File: config.mk
export PLATFORM = sky130hd
export DESIGN_NAME = sin_nco_flat
export DESIGN_NICKNAME = d
export VERILOG_FILES = /design/src/rtl/bpsk_pkg.sv /design/src/rtl/sin_nco_if.sv /design/src/rtl/quarter_sin_rom.sv /design/src/rtl/sin_nco.sv /design/src/flat_wrapper.sv
export SDC_FILE = /design/constraint.sdc
export NUM_CORES = 1
export LEC_CHECK = 0
export CAP_MARGIN = 0
export CORE_AREA = 2 2 163 117
export CTS_CLUSTER_DIAMETER = 200
export DETAILED_ROUTE_END_ITERATION = 8
export DIE_AREA = 0 0 165 119
export PLACE_DENSITY = 0.69
export SYNTH_ARGS = -nofsm -noshare
export SYNTH_HDL_FRONTEND = slang
export SYNTH_HIERARCHICAL = 1
export SYNTH_SLANG_ARGS = --single-unit
File: constraint.sdc
create_clock -name clk -period 2.8 [get_ports clk]
set_input_delay 0.56 -clock clk [delete_from_list [all_inputs] [get_ports clk]]
set_output_delay 0.56 -clock clk [all_outputs]
set_load 0.005 [all_outputs]
File: src/rtl/bpsk_pkg.sv
// Shared definitions for the BPSK carrier NCO: quadrant codes, the pi address offset,
// the output amplitude and the default quarter-table image path.
package bpsk_pkg;

    typedef enum logic [1:0] {
        Q0 = 2'd0,
        Q1 = 2'd1,
        Q2 = 2'd2,
        Q3 = 2'd3
    } quad_e;

    localparam DEFAULT_INIT_FILE = "assets/sources/sin_quarter.hex";

    // Half a full-wave table: adding this to an address shifts the carrier by 180 degrees.
    function automatic int unsigned pi_offset(input int unsigned addr_w);
        return 32'd1 << (addr_w - 1);
    endfunction

    function automatic int unsigned amplitude(input int unsigned data_w);
        return (32'd1 << (data_w - 1)) - 32'd1;
    endfunction

endpackage

File: src/rtl/sin_nco_if.sv
// Control and sample bus of the sine NCO; the driver side is the master, the NCO the slave.
interface sin_nco_if #(
    parameter int PHASE_W = 32,
    parameter int ADDR_W  = 10,
    parameter int DATA_W  = 8
);
    logic                      en_sig;
    logic [PHASE_W-1:0]        fcw_sig;
    logic                      fcw_load_sig;
    logic [ADDR_W-1:0]         phase_ofs_sig;
    logic                      bpsk_sym_sig;
    logic signed [DATA_W-1:0]  sin_sig;
    logic                      valid_sig;
    logic [PHASE_W-1:0]        phase_sig;

    modport master (
        output en_sig, fcw_sig, fcw_load_sig, phase_ofs_sig, bpsk_sym_sig,
        input  sin_sig, valid_sig, phase_sig
    );

    modport slave (
        input  en_sig, fcw_sig, fcw_load_sig, phase_ofs_sig, bpsk_sym_sig,
        output sin_sig, valid_sig, phase_sig
    );
endinterface

File: src/rtl/quarter_sin_rom.sv
// Quarter-wave sine magnitude table with a registered read (S2 of the NCO pipeline).
// T[k] = round(A*sin(2*pi*(k+0.5)/2^(IDX_W+2))); the output register holds while rd_en_i is low.
module quarter_sin_rom
    import bpsk_pkg::*;
#(
    parameter int IDX_W     = 8,
    parameter int VAL_W     = 7,
    parameter     INIT_FILE = DEFAULT_INIT_FILE
) (
    input  logic             clk,
    input  logic             rst,
    input  logic             rd_en_i,
    input  logic [IDX_W-1:0] idx_i,
    output logic [VAL_W-1:0] dat_o
);
    localparam int NENT = 1 << IDX_W;
    localparam int FX   = 30;
    localparam longint PI_FX = 64'sd3373259426;
    // Contents are generated at elaboration; INIT_FILE only names the equivalent hex image.
    localparam int unused_init_file_w = $bits(INIT_FILE);

    function automatic int unsigned entry(input int k);
        longint x;
        longint x2;
        longint term;
        longint sum;
        x    = (PI_FX * longint'(2 * k + 1)) >>> (IDX_W + 2);
        x2   = (x * x) >>> FX;
        term = x;
        sum  = x;
        for (int n = 1; n <= 7; n++) begin
            term = -((term * x2) / (longint'(2 * n * (2 * n + 1)) <<< FX));
            sum  = sum + term;
        end
        return 32'((longint'(amplitude(VAL_W + 1)) * sum + (longint'(1) <<< (FX - 1))) >>> FX);
    endfunction

    logic [VAL_W-1:0] table_w [NENT];

    for (genvar k = 0; k < NENT; k++) begin : g_entry
        localparam logic [VAL_W-1:0] VAL = VAL_W'(entry(k));
        assign table_w[k] = VAL;
    end

    logic [VAL_W-1:0] dat_q, dat_d;

    always_comb begin
        dat_d = dat_q;
        if (rd_en_i) dat_d = table_w[idx_i];
    end

    always_ff @(posedge clk or posedge rst) begin
        if (rst) dat_q <= '0;
        else     dat_q <= dat_d;
    end

    assign dat_o = dat_q;
endmodule

File: src/rtl/sin_nco.sv
// Phase-accumulator NCO with a 3-stage valid-tagged quarter-wave sine pipeline and BPSK flip.
// en at edge n gives valid_sig and its sample after edge n+2; stages without valid input hold.
module sin_nco
    import bpsk_pkg::*;
#(
    parameter int PHASE_W   = 32,
    parameter int ADDR_W    = 10,
    parameter int DATA_W    = 8,
    parameter     INIT_FILE = DEFAULT_INIT_FILE
) (
    input  logic      clk,
    input  logic      rst,
    sin_nco_if.slave  bus
);
    localparam int IDX_W = ADDR_W - 2;
    localparam int VAL_W = DATA_W - 1;
    localparam logic [ADDR_W-1:0] PI_OFS = ADDR_W'(pi_offset(ADDR_W));

    logic [PHASE_W-1:0]       fcw_q, fcw_d;
    logic [PHASE_W-1:0]       acc_q, acc_d;
    logic [ADDR_W-1:0]        addr_q, addr_d;
    logic                     neg_q, neg_d;
    logic [2:0]               vld_q, vld_d;
    logic signed [DATA_W-1:0] sin_q, sin_d;

    quad_e            quad_w;
    logic             mirror_w;
    logic [IDX_W-1:0] idx_w;
    logic [VAL_W-1:0] mag_w;

    assign quad_w   = quad_e'(addr_q[ADDR_W-1 -: 2]);
    assign mirror_w = (quad_w == Q1) || (quad_w == Q3);
    assign idx_w    = mirror_w ? ~addr_q[IDX_W-1:0] : addr_q[IDX_W-1:0];

    always_comb begin
        fcw_d  = fcw_q;
        acc_d  = acc_q;
        addr_d = addr_q;
        neg_d  = neg_q;
        sin_d  = sin_q;
        vld_d  = {vld_q[1:0], bus.en_sig};

        if (bus.fcw_load_sig) fcw_d = bus.fcw_sig;

        // Both the accumulator step and the S1 address use the values from before this edge.
        if (bus.en_sig) begin
            acc_d  = acc_q + fcw_q;
            addr_d = acc_q[PHASE_W-1 -: ADDR_W] + bus.phase_ofs_sig
                   + (bus.bpsk_sym_sig ? PI_OFS : '0);
        end

        if (vld_q[0]) neg_d = (quad_w == Q2) || (quad_w == Q3);

        if (vld_q[1]) sin_d = neg_q ? -$signed({1'b0, mag_w}) : $signed({1'b0, mag_w});
    end

    quarter_sin_rom #(
        .IDX_W     (IDX_W),
        .VAL_W     (VAL_W),
        .INIT_FILE (INIT_FILE)
    ) u_rom (
        .clk     (clk),
        .rst     (rst),
        .rd_en_i (vld_q[0]),
        .idx_i   (idx_w),
        .dat_o   (mag_w)
    );

    always_ff @(posedge clk or posedge rst) begin
        if (rst) begin
            fcw_q  <= '0;
            acc_q  <= '0;
            addr_q <= '0;
            neg_q  <= 1'b0;
            vld_q  <= '0;
            sin_q  <= '0;
        end else begin
            fcw_q  <= fcw_d;
            acc_q  <= acc_d;
            addr_q <= addr_d;
            neg_q  <= neg_d;
            vld_q  <= vld_d;
            sin_q  <= sin_d;
        end
    end

    assign bus.sin_sig   = sin_q;
    assign bus.valid_sig = vld_q[2];
    assign bus.phase_sig = acc_q;
endmodule

File: src/flat_wrapper.sv
// flat-port wrapper written by rule: the top's interface ports become plain ports
module sin_nco_flat import bpsk_pkg::*;
#(
    parameter int PHASE_W   = 32,
    parameter int ADDR_W    = 10,
    parameter int DATA_W    = 8,
    parameter     INIT_FILE = DEFAULT_INIT_FILE
)
  (clk, rst, bus_en_sig, bus_fcw_sig, bus_fcw_load_sig, bus_phase_ofs_sig, bus_bpsk_sym_sig, bus_sin_sig, bus_valid_sig, bus_phase_sig);
  sin_nco_if #(.PHASE_W(PHASE_W), .ADDR_W(ADDR_W), .DATA_W(DATA_W)) bus_i ();
  input  logic clk;
  input  logic rst;
  input wire logic [$bits(bus_i.en_sig)-1:0] bus_en_sig;
  input wire logic [$bits(bus_i.fcw_sig)-1:0] bus_fcw_sig;
  input wire logic [$bits(bus_i.fcw_load_sig)-1:0] bus_fcw_load_sig;
  input wire logic [$bits(bus_i.phase_ofs_sig)-1:0] bus_phase_ofs_sig;
  input wire logic [$bits(bus_i.bpsk_sym_sig)-1:0] bus_bpsk_sym_sig;
  output wire logic [$bits(bus_i.sin_sig)-1:0] bus_sin_sig;
  output wire logic [$bits(bus_i.valid_sig)-1:0] bus_valid_sig;
  output wire logic [$bits(bus_i.phase_sig)-1:0] bus_phase_sig;
  assign bus_i.en_sig = bus_en_sig;
  assign bus_i.fcw_sig = bus_fcw_sig;
  assign bus_i.fcw_load_sig = bus_fcw_load_sig;
  assign bus_i.phase_ofs_sig = bus_phase_ofs_sig;
  assign bus_i.bpsk_sym_sig = bus_bpsk_sym_sig;
  assign bus_sin_sig = bus_i.sin_sig;
  assign bus_valid_sig = bus_i.valid_sig;
  assign bus_phase_sig = bus_i.phase_sig;
  sin_nco #(.PHASE_W(PHASE_W), .ADDR_W(ADDR_W), .DATA_W(DATA_W), .INIT_FILE(INIT_FILE)) u_core (.clk(clk), .rst(rst), .bus(bus_i));
endmodule
-- After elaboration in Yosys (flattened, before gate mapping)
Memories as Yosys holds them, arrays and structs flattened. A register that Yosys moved wholly into a read port is not among the register bits.
Cells that the tools add are included.
- bits in read-only memories: 1792
- word-level logic and storage cells: 21
- memories: 1
- register bits: 86
- add/subtract/negate cells: 4
- muxes and demuxes: 3
- equal/unequal tests: 3
- reduce and logical (&&, ||, !) cells: 2
- bitwise operators: 2
- memory list (memory ; depth ; width ; rd ports ; clocked after memory_dff ; wr ports ; line ; source):
    (no name shown) ; 256 ; 7 ; 1 ; 1 ; 0 ; quarter_sin_rom.sv:49 ; if (rd_en_i) dat_d = table_w[idx_i];
- operator list (cell ; number):
    adder 32 bit ; 1
    adder 10 bit ; 2
    2-to-1 mux 8 bit ; 2
    2-to-1 mux 10 bit ; 1
    inverter 8 -> 9 bit ; 1
    negator 7 -> 8 bit ; 1
    inverter 8 bit ; 1
    equality test 2 bit (second input constant) ; 2
    equality test 2 x 1 -> 1 bit (second input constant) ; 1
    logical OR 1 bit ; 2

-- Depth between registers and ports, before layout
- depth in word-level cells: 4
- gate-level depth with buffers: 12
- depth with buffers taken out: 12

-- Hierarchy
The synthesis kept the hierarchy.
- modules (own cells, without submodules) (module ; seq. area each (µm²) ; cells each ; area each (µm²) ; instances):
    sin_nco ; 2152.1 ; 534 ; 5526.6 ; 1
    quarter_sin_rom ; 175.2 ; 219 ; 1629.1 ; 1

-- Least setup slack after synthesis
OpenSTA, ideal clock, no wires.
- kind: register -> register
- start: register u_core.addr_q[8]
- end: register u_core.u_rom.dat_q[3], in the netlist u_core/u_rom/dat_o[3]
- data required time: 2674 ps
- stages on the path, launching flop included: 12
- library setup time: 126 ps
- path slack: -71 ps
- clock period less this slack: 2871 ps
- arrival: 2745 ps
- buffers on the path: 2
- cells stage by stage: dfrtp_1 -> clkbuf_1 -> xor2_1 -> buf_2 -> inv_1 -> ha_1 -> ha_1 -> and2b_1 -> o32ai_1 -> a222oi_1 -> a2bb2oi_1 -> a221o_1
- longest elaborated chain between the ends: 4
- elaborated cells on any way between the ends: 5
- classes of those cells: 2 x eq/ne; 1 x mux; 1 x bitwise; 1 x reduce/logical
- RTL lines (item ; line ; source):
    start: declaration ; sin_nco.sv:21 ; logic [ADDR_W-1:0] addr_q, addr_d;
    start signal: assignment ; sin_nco.sv:80 ; addr_q <= addr_d;
    equality test 2 x 1 -> 1 bit / equality test 2 bit (equally long branches) ; sin_nco.sv:32 ; assign mirror_w = (quad_w == Q1) || (quad_w == Q3);
    logical OR 1 bit (*) ; sin_nco.sv:32 ;
    2-to-1 mux 8 bit (*) ; sin_nco.sv:33 ; assign idx_w = mirror_w ? ~addr_q[IDX_W-1:0] : addr_q[IDX_W-1:0];
    via u_core.idx_w[1] ; sin_nco.sv:28 ; logic [IDX_W-1:0] idx_w;
    inverter 8 -> 9 bit (implied by the code) (*) ; quarter_sin_rom.sv:49 ;
    end: declaration ; quarter_sin_rom.sv:45 ; logic [VAL_W-1:0] dat_q, dat_d;
The timed path passes the listed nets; every way through them passes the cells marked *.
A chain may end at the register's enable or synchronous reset.

-- Worst setup path after layout
- start: register u_core.acc_q[10], in the netlist u_core/bus.phase_sig[10]
- end: register u_core.acc_q[29], in the netlist u_core/bus.phase_sig[29]
- longest elaborated chain between the ends: 1
- RTL lines (item ; line ; source):
    start: declaration ; sin_nco.sv:20 ; logic [PHASE_W-1:0] acc_q, acc_d;
    start signal: assignment ; sin_nco.sv:72 ; acc_q <= '0;
    start signal: assignment ; sin_nco.sv:79 ; acc_q <= acc_d;
    adder 32 bit ; sin_nco.sv:47 ; acc_d = acc_q + fcw_q;
Every way passes these cells.

==> impl_metrics.py <==
metrics = {
    "status": {
        "status": "completed",
    },
    "setup_path": {
        "crit_path_start_kind": "register",
        "critPathRequiredTime_ns": 3.07,
        "crit_type": "reg -> reg",
        "arrival_ns": 3.01,
        "cp-end-kind": "register",
        "cp-startpoint": "u_core/bus.phase_sig[10]$_DFFE_PP0P_",
        "path_max_fanout": 3,
        "r2r_start": "u_core/bus.phase_sig[10]$_DFFE_PP0P_",
    },
    "timing": {
        "clock_skew_ns": 0.0114,
        "fin_ws_ns": 0.0603,
        "fmax_mhz": 365,
        "fin_hold_ws_ns": 0.505,
        "finalCritPeriodShare_pct": 97.8,
        "setup_violations": 0,
        "hold_viol_final": 0,
        "period_needed_ns": 2.74,
        "maxSlewHeadroom_pct": 57.8,
        "worstMarginPinSlew_ns": 0.632,
        "drv_slew": 0,
        "rsz0062_at_grt": "yes",
    },
    "pwr": {
        "p_int_w": 0.00729,
        "comb_power_share_pct": 73.5,
        "ir_worst_vdd_mv": 0.741,
        "powerDensity_nw_per_um2": 1480,
        "p_seq_share_pct": 17.1,
        "p_sw_w": 0.00626,
        "pwr-share-clk_pct": 9.4,
        "fin_total_pwr_w": 0.0136,
        "swShare_pct": 46.2,
        "leakagePower_nw": 3.90,
    },
    "clocking": {
        "clk_latency_ns": 0.35,
        "cts_max_path_buffers": 2,
        "cts.clk_slew.worst_paths_ns": 0.07,
        "clkSinkCount": 93,
        "cts_hold_buf": 0,
        "cts_tree": "built",
        "htree_levels": 3,
        "cts_made_buffers": 9,
        "clockRootBuffer": "clkbuf_16",
    },
    "route": {
        "wirelength_um": 18500,
        "num_vias": 6179,
        "post_drt_wl_per_cell_um": 16.6,
        "final_antenna_net_count": 0,
        "via_per_inst": 5.53,
        "drt-initial-drc-count": 597,
        "dr.pass1.iters": 6,
        "drc": 0,
    },
    "layout": {
        "syn_to_final_growth_pct": 27.6,
        "final_common_cell": "dfrtp_1",
        "multiInputGateArea_um2": 4650,
        "utilization_pct": 49.8,
        "nFillCells": 1679,
        "final_cell_mix": "dfrtp_1 (92), clkdlybuf4s50_1 (86), mux2_2 (63)",
        "nets": 980,
        "seqCellArea_um2": 2330,
        "final_cells": 1118,
        "diodes": 0,
        "drive_gt1_share_pct": 22.7,
    },
    "floorplanning": {
        "core_area_um2": 18300,
        "fp.dieH_um": 119,
        "dieArea_um2": 19600,
        "fp-row-count": 42,
        "pin_count": 88,
        "die_x_um": 165,
        "initial_core_util_pct": 39.0,
    },
    "placed_design": {
        "numPortBuffers": 87,
        "place_hpwl_um": 13800,
        "post-place-ws_ns": -0.547,
        "place_inst": 1099,
        "gp_congestion": 0.910,
    },
    "synthesis": {
        "netlist_top_cells_area": "dfrtp_1 (33%), ha_1 (10%), mux2_2 (9.9%)",
        "synthCells": 753,
        "ys_ff_latch": 93,
        "yosys.area.top_type_share_pct": 32.5,
        "synth_fp_nets": 862,
        "ys_warn_count": 6,
        "synth_top_area_cell": "dfrtp_1",
        "synth_cell_type_count": 88,
        "syn_area_um2": 7160,
        "avgSynthCellArea_um2": 9.50,
        "async_reset_ff_share_pct": 100,
        "synth_ff_type": "dfrtp_1",
        "synth_edf_count": 0,
        "yosysSeqAreaShare_pct": 32.5,
    },
    "global_routing": {
        "antenna_found_initial": 0,
        "grt_max_degree": 46,
        "grt_pass1_wl_um": 30700,
        "overflow": 0,
        "grt_usage_pct": 19.5,
        "grt_pass1_vias": 5773,
    },
    "hold_path": {
        "holdCritStartpoint": "u_core/addr_q[5]$_DFFE_PP0P_",
        "min-delay-path-class": "reg -> reg",
    },
    "job": {
        "cap_violations": 0,
    },
}
==> critical path: stages, from the launching register on <==
cell and delay, ns:
dfrtp_1 0.41, ha_1 0.35, a21oi_2 0.18, o211ai_1 0.15, a2111o_1 0.44, a211oi_4 0.34, o31ai_4 0.11, buf_4 0.16
a31o_1 0.19, a211o_1 0.27, o211ai_2 0.06
==> state kept, by name, summed over array words and instances (netlist names) <==
name                  count
u_core/bus.phase_sig     32
u_core/fcw_q             32
u_core/addr_q            10
u_core/bus.sin_sig        8
u_core/u_rom/dat_o        7
u_core/vld_q              3
u_core/neg_q              1
==> cells in the mapped netlist, drive strengths merged (8+ instances only) <==
cell type  instances
a211oi             8
a21o              20
a21oi             57
and3               8
buf               29
clkbuf            16
dfrtp             93
ha                60
inv               37
mux2              63
nand2             52
nand2b             9
nand3             13
nor2              43
nor2b             15
nor3              10
o211ai            10
o21ai             38
xnor2             24
xor2              19
==> cell families (layout without fill, tap and decap cells) <==
kind of cell,after synthesis,count (layout),share of synthesized area [%]
buffers and inverters,82,205,5.11
AOI/OAI and AO/OA,218,218,21.8
adders and majority gates,63,63,11.2
muxes,69,69,10.9
and+or+nand+nor,185,185,13.2
xor gates and xnor gates,43,43,5.26
DFF,93,93,32.5
==> routing by layer <==
metal	routed length, µm	global-route usage (%)	up-vias
met5	0	0	-
met4	164	4.13	0
met3	1020	3.48	12
met2	7450	26.5	206
met1	9890	31.5	2945
li1	-	-	3016
==> area by class of cell <==
type	count	area share, %
Inverter	37	1.53
Tap cell	242	3.32
Sequential cell	93	25.5
Timing Repair Buffer	152	15.4
Clock inverter	6	0.754
Clock buffer	10	2.62
Multi-Input combinational cell	578	50.9
==> stage by stage <==
step	cell area, µm²	setup TNS [ns]
floorplan	7160	0
global placement	8640	-0.910
detailed placement	8640	-1.12
CTS	8960	-0.0175
global route	9130	-0.0449
finish	9130	0
==> what timing repair did <==
item                                    4_1_cts  5_1_grt
resized for setup                             4       35
endpoints found under the setup margin        2       12
buffers inserted                              0        3
pin swaps                                     1       21
==> power groups by stage <==
stage                     sequential (W)  combinational [W]  clock, W
final                            0.00231            0.00996   0.00128
after global routing             0.00239             0.0109   0.00138
after detailed placement         0.00233            0.00945         0
after floorplan                  0.00221            0.00657         0
after global placement           0.00232            0.00933         0
after CTS                        0.00231            0.00953   0.00131
==> path summary, 6_finish.rpt <==
| kind | end | slack (ns) | cells after the start |
|---|---|---|---|
| worst max-delay path | u_core/bus.phase_sig[29]$_DFFE_PP0P_ | 0.06 | 10 |
| worst min-delay path | u_core/addr_q[5]$_DFFE_PP0P_ | 0.50 | 1 |
| worst max register to register | u_core/bus.phase_sig[29]$_DFFE_PP0P_ | 0.06 | 10 |
| worst min register to register | u_core/addr_q[5]$_DFFE_PP0P_ | 0.50 | 1 |
| max in group asynchronous | u_core/addr_q[8]$_DFFE_PP0P_ | 1.62 | 3 |
| min in group asynchronous | u_core/u_rom/dat_o[6]$_DFFE_PP0P_ | 0.52 | 2 |
Power figures use the tool's default switching activity.
